==> src/rtl/sel_mux_pipe.sv <==
// N-way operand select into a 1-cycle valid/ready stage with a 1-entry skid; SEL_HOLD_EN replays last good data on bad select.
// in_ready is registered (skid empty); head and skid hold under !out_ready, flush empties both.
module sel_mux_pipe #(
  parameter int WIDTH  = 8,
  parameter int NUM_IN = 5,
  parameter int SEL_W  = 3,
  parameter int CNT_W  = 8
) (
  input  logic                    clk,
  input  logic                    rst_n,
  input  logic [NUM_IN*WIDTH-1:0] in_bus,
  input  logic [SEL_W-1:0]        sel,
  input  logic                    in_valid,
  output logic                    in_ready,
  input  logic                    flush,
  output logic [WIDTH-1:0]        out_data,
  output logic                    out_sel_err,
  output logic                    out_valid,
  input  logic                    out_ready,
  output logic [CNT_W-1:0]        err_count
);

  typedef struct packed {
    logic             err;
    logic [WIDTH-1:0] dat;
  } entry_t;

  localparam logic [SEL_W:0]   NUM_IN_L = (SEL_W+1)'(NUM_IN);
  localparam logic [CNT_W-1:0] CNT_MAX  = '1;

  entry_t           head_q;
  entry_t           skid_q;
  entry_t           new_ent;
  logic             head_vld;
  logic             skid_vld;
  logic             accept;
  logic             drain;
  logic             sel_oob;
  logic [WIDTH-1:0] sel_dat;
  logic [WIDTH-1:0] oob_dat;

  assign in_ready = !skid_vld;
  assign accept   = in_valid && in_ready;
  assign drain    = head_vld && out_ready;
  assign sel_oob  = ({1'b0, sel} >= NUM_IN_L);

`ifdef SEL_HOLD_EN
  // Survives flush on purpose: it tracks what upstream last delivered, not what is buffered.
  logic [WIDTH-1:0] last_good_q;

  always_ff @(posedge clk or negedge rst_n) begin
    if (!rst_n) begin
      last_good_q <= '0;
    end else if (accept && !sel_oob) begin
      last_good_q <= sel_dat;
    end
  end

  assign oob_dat = last_good_q;
`else
  assign oob_dat = '0;
`endif

  always_comb begin
    sel_dat = '0;
    for (int k = 0; k < NUM_IN; k++) begin
      if (sel == SEL_W'(k)) begin
        sel_dat = in_bus[k*WIDTH +: WIDTH];
      end
    end
  end

  always_comb begin
    new_ent     = '0;
    new_ent.err = sel_oob;
    new_ent.dat = sel_oob ? oob_dat : sel_dat;
  end

  // Accept with a full skid cannot occur since in_ready is low then.
  always_ff @(posedge clk or negedge rst_n) begin
    if (!rst_n) begin
      head_q   <= '0;
      skid_q   <= '0;
      head_vld <= 1'b0;
      skid_vld <= 1'b0;
    end else if (flush) begin
      head_vld <= 1'b0;
      skid_vld <= 1'b0;
    end else if (accept) begin
      if (!head_vld || drain) begin
        head_q   <= new_ent;
        head_vld <= 1'b1;
      end else begin
        skid_q   <= new_ent;
        skid_vld <= 1'b1;
      end
    end else if (drain) begin
      if (skid_vld) begin
        head_q   <= skid_q;
        skid_vld <= 1'b0;
      end else begin
        head_vld <= 1'b0;
      end
    end
  end

  always_ff @(posedge clk or negedge rst_n) begin
    if (!rst_n) begin
      err_count <= '0;
    end else if (accept && sel_oob && (err_count != CNT_MAX)) begin
      err_count <= err_count + 1'b1;
    end
  end

  assign out_data    = head_q.dat;
  assign out_sel_err = head_q.err;
  assign out_valid   = head_vld;

endmodule

==> config.mk <==
export PLATFORM = sky130hd
export DESIGN_NAME = sel_mux_pipe
export DESIGN_NICKNAME = d
export VERILOG_FILES = /design/src/rtl/sel_mux_pipe.sv
export SDC_FILE = /design/constraint.sdc
export NUM_CORES = 1
export LEC_CHECK = 0
export CORE_MARGIN = 5
export CORE_UTILIZATION = 40
export DETAILED_ROUTE_END_ITERATION = 7
export PLACE_DENSITY = 0.74
export SLEW_MARGIN = 20
export SYNTH_ARGS = -nofsm -noshare
export SYNTH_HDL_FRONTEND = slang
export SYNTH_SLANG_ARGS = --single-unit
export TNS_END_PERCENT = 1
==> constraint.sdc <==
create_clock -name clk -period 1.9 [get_ports clk]
set_clock_uncertainty 0.05 [all_clocks]
set_input_delay 0.19 -clock clk [delete_from_list [all_inputs] [get_ports clk]]
set_output_delay 0.19 -clock clk [all_outputs]
set_load 0.005 [all_outputs]
# Word-level counts from Yosys, hierarchy flattened

Index checks and enable logic that the tools add are counted.
Widths: inputs -> output; s select.

Bits in registers: 28
Input port bits: 48
Output and inout bits: 19
Word-level logic and storage cells: 54

Add/sub/neg operators: 1
Magnitude comparators: 1
Eq/ne operators: 9
Multiplexer cells: 19
Bitwise gates (word level): 2
Reductions and logical operators: 15

Operators by type and width:

| operator            | number |
|---|---|
| $mux 8              | 6 |
| $mux 9              | 4 |
| $mux 1              | 9 |
| $add 8x1->8 const B | 1 |
| $ne 8x8->1 const B  | 1 |
| $eq 3x2->1 const B  | 2 |
| $ne 3x2->1 const B  | 2 |
| $reduce_and 3->1    | 2 |
| $logic_and 1x1->1   | 4 |
| $reduce_and 4->1    | 1 |
| $reduce_bool 2->1   | 2 |
| $eq 3x1->1 const B  | 1 |
| $eq 3x3->1 const B  | 1 |
| $ge 3x3->1 const B  | 1 |
| $logic_not 3->1     | 1 |
| $ne 3x3->1 const B  | 1 |
| $reduce_bool 3->1   | 1 |
| $logic_not 1->1     | 2 |
| $ne 2x1->1 const B  | 1 |
| $not 1->1           | 2 |
| $reduce_and 2->1    | 1 |
| $logic_or 1x1->1    | 1 |

# Longest topological paths before layout

Gate-level depths: netlist of run 1.

Depth in word-level cells: 9
Mapped depth: 6
Gate-level depth less buffers: 5

# Worst setup path before layout of run 1

No wires, ideal clock.

Kind: reg2reg
Start: register err_count[0]
End: register err_count[1]
Library setup time: 125 ps
Arrival time: 1470 ps
Data required time: 1725 ps
Slack: 256 ps
Cell stages (with the launch flop): 6
Path buffers: 0
Clock period less this slack: 1644 ps
Cells stage by stage: dfrtp_1 ha_1 nand3_1 and2b_1 nor2_1 mux2_2

Longest elaborated chain between the ends: 2
Elaborated cells between the ends (all ways): 3
Classes of those cells: 1 x add/sub; 1 x eq/ne; 1 x reduce/logical

RTL lines:

| element                                                             | RTL line | text |
|---|---|---|
| start: declaration                                                  | 20       | `output logic [CNT_W-1:0] err_count` |
| start signal: assignment                                            | 111      | `err_count <= err_count + 1'b1;` |
| parallel branches: the longest is 2 deep, another holds $add 8x1->8 | n/a      |  |

Parallel ways; which one is timed is not known.
A chain may end at the register's enable or synchronous reset.

# Final worst setup path of run 1

Same ends and word-level chain as after synthesis.

==> results.ini, run 1 <==
[status]
outcome=complete, no violations

[sta]
rsz0062_at_grt=no
min_period_ps=1700
hold_violations=0
max-slew-margin-rel=0.656
finalSetupViolCount=0
clock.fmax_ghz=0.587
final.setup.worst_slack_ps=197
tightestPinTransition_ps=516
tns_ps=0
holdWs_ps=221
period_share=0.896
drv_slew=0

[grt]
antenna_found_initial=0
grt-ovfl-total=0
grt_max_degree=29
grt_first_pass_wirelength_mm=7.82
grt_pass1_vias=1646
grt_use_total=0.162

[clock_tree]
cts_buffer_depth=2
numCtsBuffers=3
cts_sinks=28
clk_pin_slew_ps=100
holdBufCountCts=0
cts-resized-gates=0
clockRootBuffer=clkbuf_8
htreeDepth=1
cts_tree=yes
postCtsSetupBuffers=0
clk_latency_ps=280

[logic_synthesis]
synth_edf_count=0
async_flop_share=1.00
synthTopCellsByArea=dfrtp_1 40%, o22ai_2 5.7%, nor2_1 5.6%, a32o_1 4.6%, mux2i_1 4.6%
syn_nets=233
synth_compound_area_frac=0.208
ys_seq_area_frac=0.400
syn_avg_cell_area_um2=9.51
netlist_area_um2=1750
synth_top_family_by_area=simple AND/OR/NAND/NOR gates
ys.flop_type=dfrtp_1
synthCells=184
synth_top_area_frac=0.400
synthMuxAreaShare=0.0650
synth_xor_area_frac=0.0200
ys_ff_latch=28
synth.most_common_cell=dfrtp_1
ys_types=39
ys_top_cells_by_count=28 x dfrtp_1, 26 x nor2_1, 21 x nand2_1, 13 x a21oi_1
synth_fa_ha_area_frac=0.00715
yosys.area_share.simple=0.240
ys_warn_count=0
yosys.area.top_type=dfrtp_1

[placement]
io_buffers=66
post-place-ws_ps=-25.8
place_congestion=0.803
post-dp-hpwl_mm=3.72

[layout]
diodes=0
drive_gt1_frac=0.141
num-nets-final=305
syn2layout_area_growth_pct=46.3
fill_cells=363

[drt]
ant_nets=0
dr_total_vias=1620
firstDrtPassIters=4
detail_route.wl_per_cell_um=15.3
remaining_drc_errors=0
finalWirelength_mm=4.69
drt_iter0_drc=63
vias_per_cell=5.28

[setup_path]
crit_end=err_count[1]$_DFFE_PN0P_
crit_fanout=4
r2r-end=err_count[1]$_DFFE_PN0P_
path_cells=ha_1 > nand3_1 > and2b_1 > nor2_1 > mux2_2
reg2regPathDepth=5
worst_path_largest_cell_delay_ps=430
cp.arrival_ps=1830
cpMaxStageDelayCell=dfrtp_1
r2r_slack_ps=200
path_class=flop to flop
startpoint=err_count[0]$_DFFE_PN0P_
worst_ep_required_time_ps=2030
critPathCaptureType=flop
start_kind=flop
r2r-start=err_count[0]$_DFFE_PN0P_

[floorplan]
num_rows=24
dieArea_um2=5800
core-area_um2=4290
initial_core_util=0.408
die-width_um=76.2
io_pins=67
die-height_um=76.2

[run]
drv_cap=0

[pwr]
powerDensity_nw_per_um2=820
ir_drop_mv=0.350
p_leak_nw=1.06

[worst_hold_path]
hold_class=primary input to asynchronous set/reset pin

==> logic make-up (layout without fill, tap and decap cells) <==
kind of cell,Yosys count,in the layout
muxes,11,11
and+or+nand+nor,81,81
DFF,28,28
xor gates and xnor gates,4,4
AOI/OAI and AO/OA,45,45
buffers and inverters,14,85
adders and majority gates,1,1
==> flip-flops by register name, summed over array words and instances, names as in the netlist <==
signal,flops
err_count,8
out_data,8
out_sel_err,1
out_valid,1
skid_q,9
skid_vld,1
==> final cells by class <==
| class | count | area, um^2 | area share |
|---|---|---|---|
| inverters | 2 | 7.51 | 0.00293 |
| clock inverters | 1 | 30.0 | 0.0117 |
| flip-flops and latches | 28 | 701 | 0.274 |
| repair buffers | 79 | 771 | 0.301 |
| multi-input cells | 142 | 946 | 0.369 |
| clock buffers | 3 | 41.3 | 0.0161 |
| well taps | 52 | 65.1 | 0.0254 |
==> metrics by stage <==
step                total power, mW  instance area, um^2  utilization  cells
detailed placement             1.64                 2490        0.580    303
finish                         2.10                 2560        0.596    307
CTS                            2.12                 2560        0.596    307
floorplan                      1.21                 1750            -    184
global placement               1.61                 2490        0.580    303
global route                   2.24                 2560        0.596    307
==> worst max-delay path: cells and delay by family, from the launching register on <==
| family | cells | cell delay [ps] |
|---|---|---|
| flops | 1 | 430 |
| simple gates | 3 | 500 |
| fa+ha+maj | 1 | 250 |
| mux | 1 | 360 |
==> worst min path at each step <==
| stage | from | to | slack, ps | cells past startpoint |
|---|---|---|---|---|
| global placement | out_data[2]$_DFFE_PN0P_ | out_data[2]$_DFFE_PN0P_ | 410 | 2 |
| global route | rst_n | err_count[6]$_DFFE_PN0P_ | 260 | 2 |
| finish | rst_n | err_count[6]$_DFFE_PN0P_ | 220 | 2 |
| CTS | rst_n | err_count[7]$_DFFE_PN0P_ | 230 | 2 |
| detailed placement | out_data[4]$_DFFE_PN0P_ | out_data[4]$_DFFE_PN0P_ | 420 | 2 |
| floorplan | rst_n | err_count[0]$_DFFE_PN0P_ | -160 | 0 |
==> routing by layer <==
metal | vias up | share of wire | track usage
li1 | 803 | - | -
met1 | 767 | 0.40 | 0.192
met2 | 39 | 0.53 | 0.288
met3 | 11 | 0.041 | 0.0201
met4 | 0 | 0.029 | 0.0787
met5 | - | 0 | 0
==> power by group <==
group | internal, mW | total [mW] | switching (mW)
sequential | 0.757 | 0.891 | 0.135
combinational | 0.444 | 0.721 | 0.277
clock | 0.283 | 0.487 | 0.204
==> layout by cell type, fill, tap and decap left out, types with 2 or more instances in the layout <==
| cell | count |
|---|---|
| buf_4 | 12 |
| clkbuf_8 | 3 |
| mux2i_1 | 8 |
| and2b_1 | 2 |
| a21oi_1 | 13 |
| o21ai_0 | 3 |
| nor2b_1 | 9 |
| nor3_1 | 9 |
| nor2_1 | 26 |
| clkdlybuf4s50_1 | 66 |
| o22ai_2 | 8 |
| mux2_2 | 3 |
| a32o_1 | 8 |
| dfrtp_1 | 28 |
| nand2_1 | 21 |
| inv_1 | 2 |
| xor2_1 | 4 |
| o31ai_1 | 8 |
(Power assumes the default switching activity.)
==> run 2, diff against run 1 <==
- GPL_TIMING_DRIVEN: not set -> 1
- HOLD_SLACK_MARGIN: not set -> 0.05
==> results of run 2 <==
The final DEF is identical to that of run 1; final timing and power are the same.
